--- config.mk ---
export PLATFORM = sky130hd
export DESIGN_NAME = mem_stage_ctrl
export DESIGN_NICKNAME = d
export VERILOG_FILES = /design/src/rtl/mem_stage_ctrl.sv
export SDC_FILE = /design/constraint.sdc
export NUM_CORES = 1
export LEC_CHECK = 0
export ABC_CLOCK_PERIOD_IN_PS = 5850
export CORE_MARGIN = 1.5
export CORE_UTILIZATION = 39
export DETAILED_ROUTE_END_ITERATION = 16
export PLACE_DENSITY = 0.84
export SLEW_MARGIN = 20
export SYNTH_ARGS = -nofsm -noshare
export SYNTH_HDL_FRONTEND = slang
export SYNTH_SLANG_ARGS = --single-unit
--- constraint.sdc ---
create_clock -name clk -period 5.85 [get_ports clk]
set_clock_uncertainty 0.05 [all_clocks]
set_input_delay 1.17 -clock clk [delete_from_list [all_inputs] [get_ports clk]]
set_output_delay 1.17 -clock clk [all_outputs]
set_load 0.1 [all_outputs]
--- src/rtl/mem_stage_ctrl.sv ---
// -----------------------------------------------------------------------------
// mem_stage_ctrl
//   Memory-stage controller for a simple pipeline. It selects the next PC,
//   passes the ALU result through, and runs one memory access at a time
//   (load or store) over a req/ack handshake. The pipeline is stalled while
//   an access is being issued or is outstanding. A bounded wait turns a
//   missing acknowledge into a sticky bus error.
//
//   Ports
//     clk, rst_n      clock (rising edge), async active-low reset
//     pc_inc_2        sequential PC
//     pc_branch       branch target
//     PCSrc           branch select
//     aluResult       access address / ALU result
//     writeData       store data
//     memRead         load request
//     memWrite        store request (wins over memRead)
//     pc_out          next PC (combinational)
//     pc_en           PC / pipeline advance enable (combinational, ~stall)
//     stall           pipeline hold (combinational)
//     alu_out         ALU result pass-through (combinational)
//     readData        registered load data
//     mem_req         registered memory request
//     mem_we          registered write strobe
//     mem_addr        registered access address
//     mem_wdata       registered store data
//     mem_ack         memory completion
//     mem_rdata       memory read data, valid with mem_ack
//     bus_err         sticky timeout flag, cleared only by reset
// -----------------------------------------------------------------------------
module mem_stage_ctrl #(
    parameter int unsigned DATA_W  = 16,
    parameter int unsigned ADDR_W  = 16,
    parameter int unsigned TIMEOUT = 15
) (
    input  logic              clk,
    input  logic              rst_n,
    input  logic [ADDR_W-1:0] pc_inc_2,
    input  logic [ADDR_W-1:0] pc_branch,
    input  logic              PCSrc,
    input  logic [ADDR_W-1:0] aluResult,
    input  logic [DATA_W-1:0] writeData,
    input  logic              memRead,
    input  logic              memWrite,
    output logic [ADDR_W-1:0] pc_out,
    output logic              pc_en,
    output logic              stall,
    output logic [ADDR_W-1:0] alu_out,
    output logic [DATA_W-1:0] readData,
    output logic              mem_req,
    output logic              mem_we,
    output logic [ADDR_W-1:0] mem_addr,
    output logic [DATA_W-1:0] mem_wdata,
    input  logic              mem_ack,
    input  logic [DATA_W-1:0] mem_rdata,
    output logic              bus_err
);

    // Wait counter is wide enough for the largest legal TIMEOUT (255).
    localparam int unsigned CNT_W = 8;

    typedef enum logic [1:0] {
        IDLE = 2'd0,
        BUSY = 2'd1,
        DONE = 2'd2
    } state_t;

    state_t           state;
    state_t           state_nxt;
    logic [CNT_W-1:0] wait_cnt;
    logic             acc_rd;
    logic             req_c;
    logic             timeout_c;

    // Next-PC select and ALU pass-through.
    assign pc_out  = PCSrc ? pc_branch : pc_inc_2;
    assign alu_out = aluResult;
    assign pc_en   = ~stall;

    assign req_c = memRead | memWrite;

    // The counter holds the number of BUSY cycles already spent without ack,
    // so the TIMEOUT-th ack-less BUSY cycle is the one that gives up. An ack
    // on that same cycle takes priority.
    assign timeout_c = (wait_cnt == CNT_W'(TIMEOUT - 1)) && !mem_ack;

    // State register.
    always_ff @(posedge clk or negedge rst_n) begin
        if (!rst_n) begin
            state <= IDLE;
        end else begin
            state <= state_nxt;
        end
    end

    // Next state and combinational stall.
    always_comb begin
        state_nxt = state;
        stall     = 1'b0;
        unique case (state)
            IDLE: begin
                if (req_c) begin
                    stall     = 1'b1;
                    state_nxt = BUSY;
                end
            end
            BUSY: begin
                stall = 1'b1;
                if (mem_ack || timeout_c) begin
                    state_nxt = DONE;
                end
            end
            DONE: begin
                state_nxt = IDLE;
            end
            default: begin
                state_nxt = IDLE;
            end
        endcase
    end

    // Memory interface, load data, wait counter and error flag.
    always_ff @(posedge clk or negedge rst_n) begin
        if (!rst_n) begin
            mem_req   <= 1'b0;
            mem_we    <= 1'b0;
            mem_addr  <= '0;
            mem_wdata <= '0;
            readData  <= '0;
            bus_err   <= 1'b0;
            wait_cnt  <= '0;
            acc_rd    <= 1'b0;
        end else begin
            unique case (state)
                IDLE: begin
                    if (req_c) begin
                        mem_req   <= 1'b1;
                        mem_we    <= memWrite;
                        mem_addr  <= aluResult;
                        mem_wdata <= writeData;
                        // A simultaneous read and write is treated as a write.
                        acc_rd    <= ~memWrite;
                        wait_cnt  <= '0;
                    end
                end
                BUSY: begin
                    if (mem_ack) begin
                        mem_req <= 1'b0;
                        mem_we  <= 1'b0;
                        if (acc_rd) begin
                            readData <= mem_rdata;
                        end
                    end else if (timeout_c) begin
                        mem_req <= 1'b0;
                        mem_we  <= 1'b0;
                        bus_err <= 1'b1;
                        if (acc_rd) begin
                            readData <= '1;
                        end
                    end else begin
                        wait_cnt <= wait_cnt + CNT_W'(1);
                    end
                end
                default: begin
                end
            endcase
        end
    end

endmodule

### Word-level counts from Yosys, hierarchy flattened

Index checks and enable logic that the tools add are counted.

| storage, ports and cells | value |
|---|---|
| bits in registers | 62 |
| bits of input ports | 86 |
| output and inout port bits | 85 |
| word-level logic and storage cells | 53 |

| cells by class | value |
|---|---|
| add/subtract/negate cells | 1 |
| eq/ne operators | 7 |
| muxes and demuxes | 20 |
| bitwise operators | 4 |
| reductions and logical operators | 12 |

Operator list:

| kind | count |
|---|---|
| $mux 16 | 5 |
| $mux 8 | 3 |
| $pmux 8 s2 | 1 |
| $reduce_and 3->1 | 3 |
| $add 8x1->8 const B | 1 |
| $eq 8x4->1 const B | 1 |
| $ne 2x2->1 const B | 4 |
| $pmux 1 s2 | 3 |
| $mux 1 | 5 |
| $mux 2 | 2 |
| $pmux 2 s2 | 1 |
| $reduce_and 2->1 | 2 |
| $reduce_and 4->1 | 1 |
| $reduce_bool 2->1 | 2 |
| $ne 3x3->1 const B | 1 |
| $not 1->1 | 3 |
| $eq 2x1->1 const B | 1 |
| $logic_not 2->1 | 1 |
| $logic_and 1x1->1 | 1 |
| $logic_not 1->1 | 1 |
| $logic_or 1x1->1 | 1 |
| $or 1x1->1 | 1 |

### Longest topological paths before layout

| logic depth | value |
|---|---|
| word-level depth | 5 |
| depth in mapped cells | 7 |
| mapped depth without buffers | 6 |

### Least setup slack after synthesis

No wires, ideal clock.

| timing | value |
|---|---|
| path type | in2out |
| start | input memWrite |
| end | output stall |
| data arrival time | 3.996 ns |
| required time | 4.630 ns |
| path slack | 0.634 ns |
| cell stages on the path | 5 |
| buffers on the path | 1 |
| cells stage by stage | or2_2 -> and2_1 -> clkbuf_1 -> nor2_1 -> inv_1 |

| between the ends | value |
|---|---|
| longest elaborated chain between the ends | 3 |

RTL lines:

| item | line | text |
|---|---|---|
| start, declared | 44 | `input logic memWrite,` |
| $or 1x1->1 | 80 | `assign req_c = memRead \| memWrite;` |
| $mux 1 | 102 | `if (req_c) begin` |
| $pmux 1 s2 | 100 | `unique case (state)` |
| end, declared | 47 | `output logic stall,` |

Every way passes these cells.

### Worst setup path in the final report

| timing | value |
|---|---|
| start | input aluResult[15] |
| end | output alu_out[15] |

RTL lines:

| item | line | text |
|---|---|---|
| start, declared | 41 | `input logic [ADDR_W-1:0] aluResult,` |
| end, declared | 48 | `output logic [ADDR_W-1:0] alu_out,` |

No word-level cell between the ends.

==> results.py <==
metrics = {
    "status": {
        "outcome": "finished clean",
    },
    "grt": {
        "grt_max_degree": 63,
        "grt_pass1_vias": 2454,
        "grtUsageTotal_pct": 20.9,
        "grt_overflow": 0,
        "grt_pass1_wl_um": 12300,
        "antenna_found_initial": 0,
    },
    "route": {
        "drt-initial-drc-count": 107,
        "wl_per_cell_um": 15.0,
        "drc": 0,
        "via_per_inst": 4.71,
        "drtAntennaViolNets": 0,
        "vias": 2491,
        "first_pass_iters": 4,
        "drt_wl_total_um": 7950,
    },
    "setup_path": {
        "crit_path_max_fanout": 2,
        "reg2reg_from": "wait_cnt[0]",
        "reg2reg_to": "wait_cnt[5]",
        "cp_data_required_time_ns": 4.63,
        "critPathSlowestCell": "clkdlybuf4s50_1",
        "cpLargestDelayFamily": "buffers and inverters",
        "critPathArrivalTime_ns": 2.80,
        "reg2reg_slack_ns": 3.73,
        "critPathMaxStageDelay_ns": 1.15,
        "endpoint_kind": "output port",
        "cp_common_cell": "clkdlybuf4s50_1",
        "rr_worst_depth": 6,
        "critical_path.cell_chain": "clkdlybuf4s50_1, clkdlybuf4s50_1",
        "criticalPathCategory": "input pin to output port",
        "path_buf_inv": 2,
        "start_kind": "input pin",
    },
    "job": {
        "max_cap_violations": 0,
    },
    "place": {
        "place.port_buffers": 170,
        "globalplace.congestion": 0.726,
        "dp_slack_ns": 1.82,
        "dp_hpwl_um": 5880,
    },
    "logic_synthesis": {
        "synthesis.nets": 361,
        "synthFlopType": "dfrtp_1",
        "synth_cells": 273,
        "yosysUniqueCellTypes": 37,
        "synth_warnings": 0,
        "synth_edf_count": 0,
        "synth.avg_cell_area_um2": 10.3,
        "async_reset_ff_share_pct": 100,
        "seq_area_frac_synth_pct": 55.4,
        "netlist_area_um2": 2800,
        "ys_ff_latch": 62,
    },
    "floorplan": {
        "die_x_um": 87.8,
        "fp.coreArea_um2": 6870,
        "chipHeight_um": 87.8,
        "io_pins": 171,
        "dieArea_um2": 7700,
        "initial_core_util_pct": 40.8,
        "rows": 30,
    },
    "cells_and_area": {
        "nNetsFinal": 516,
        "final_cell_mix": "clkdlybuf4s50_1 (151), nand2_1 (99), dfrtp_1 (62)",
        "final_common_cell": "clkdlybuf4s50_1",
        "drive_above_1_share_pct": 14.3,
        "diodes": 0,
        "syn_to_final_growth_pct": 64.7,
    },
    "timing": {
        "period_needed_ns": 4.02,
        "max_slew.worst_pin.slew_ns": 1.01,
        "setup_viol": 0,
        "setup_slack_ns": 1.83,
        "grt_setup_unrepaired": "no",
        "finalHoldViolations": 0,
        "min_period_over_period_pct": 68.8,
        "max_slew_margin_pct": 32.7,
        "fmax_mhz": 249,
        "finalSetupTns_ns": 0,
        "drv_slew": 0,
    },
    "clocking": {
        "cts-root-buf": "clkbuf_8",
        "cts_resized": 0,
        "clk_pin_slew_ns": 0.07,
        "clk_latency_ns": 0.33,
        "ctsHoldBuffers": 0,
        "clock-sinks": 62,
        "htree_num_levels": 3,
        "clk_path_buf_depth": 2,
        "cts_setup_buffers": 0,
        "cts_buffers": 9,
        "tritoncts": "built",
    },
    "hold_path": {
        "min_from": "bus_err",
        "holdPathEnd": "bus_err",
        "min_path_cells": 1,
        "hp-class": "register to register",
    },
}
[routing by layer]
| metal | share of wire, % | global-route usage, % |
|---|---|---|
| met1 | 40 | 26.7 |
| met2 | 53 | 33.8 |
| met3 | 5.1 | 5.75 |
| met4 | 1.7 | 8.08 |
| met5 | 0 | 0 |
[how the worst max path moves through the flow]
| stage | from | endpoint | slack [ns] | cells after the start |
|---|---|---|---|---|
| floorplan | memWrite | stall | 0.63 | 5 |
| finish | aluResult[15] | alu_out[15] | 1.83 | 2 |
| global route | aluResult[12] | alu_out[12] | 1.77 | 2 |
| global placement | aluResult[4] | alu_out[4] | 1.84 | 2 |
| CTS | aluResult[12] | alu_out[12] | 1.82 | 2 |
| detailed placement | aluResult[15] | alu_out[15] | 1.82 | 2 |
[state kept, by name (all words and copies together) (netlist names)]
| register | cells |
|---|---|
| mem_we | 1 |
| wait_cnt | 8 |
| readData | 16 |
| mem_addr | 16 |
| mem_wdata | 16 |
| state | 2 |
| acc_rd | 1 |
| bus_err | 1 |
| mem_req | 1 |
[worst register-to-register path, stage by stage (launching register included)]
cell      delay [ns]
dfrtp_1         0.43
inv_1           0.08
ha_1            0.13
or4b_4          0.48
o31ai_4         0.51
o311ai_0        0.22
o41ai_1         0.11
[cell usage after synthesis, types with 2 or more instances]
| cell type | instances | area, µm² |
|---|---|---|
| clkbuf_1 | 10 | 37.5 |
| buf_4 | 16 | 120 |
| dfrtp_1 | 62 | 1550 |
| nor2_1 | 3 | 11.3 |
| inv_1 | 6 | 22.5 |
| a21oi_1 | 3 | 15.0 |
| o22a_1 | 16 | 140 |
| o21ai_0 | 3 | 15.0 |
| ha_1 | 2 | 25.0 |
| or4_1 | 2 | 15.0 |
| buf_6 | 2 | 22.5 |
| a21o_1 | 2 | 15.0 |
| o31ai_1 | 3 | 22.5 |
| mux2_2 | 16 | 180 |
| nand2_1 | 99 | 372 |
| nand3_1 | 7 | 35.0 |
[through the flow]
| stage | hold WS, ns | util [%] | cell area, µm² | instances |
|---|---|---|---|---|
| after floorplan | 0.444 | - | 2800 | 273 |
| after global routing | 0.440 | 67.2 | 4620 | 529 |
| after detailed placement | 0.401 | 64.2 | 4410 | 513 |
| after CTS | 0.414 | 67.2 | 4620 | 529 |
| final | 0.407 | 67.2 | 4620 | 529 |
| after global placement | 0.403 | 64.2 | 4410 | 513 |
[final cells by class]
type | count | area (µm²)
Fill cell | 532 | 2250
Timing Repair Buffer | 172 | 1670
Sequential cell | 62 | 1550
Multi-Input combinational cell | 177 | 1050
Clock buffer | 10 | 138
Tap cell | 96 | 120
Clock inverter | 6 | 70.1
Inverter | 6 | 22.5
[logic make-up (layout without fill, tap and decap cells)]
logic type,after synthesis,after routing,share of synthesized area (%)
flops,62,62,55.4
buf+inv,34,194,7.23
fa+ha+maj,2,2,0.893
simple gates,121,121,18.5
compound gates,38,38,11.6
mux,16,16,6.43
Power is not shown: default switching activity piles up to over one toggle a cycle in this logic, so the estimate is an artifact.
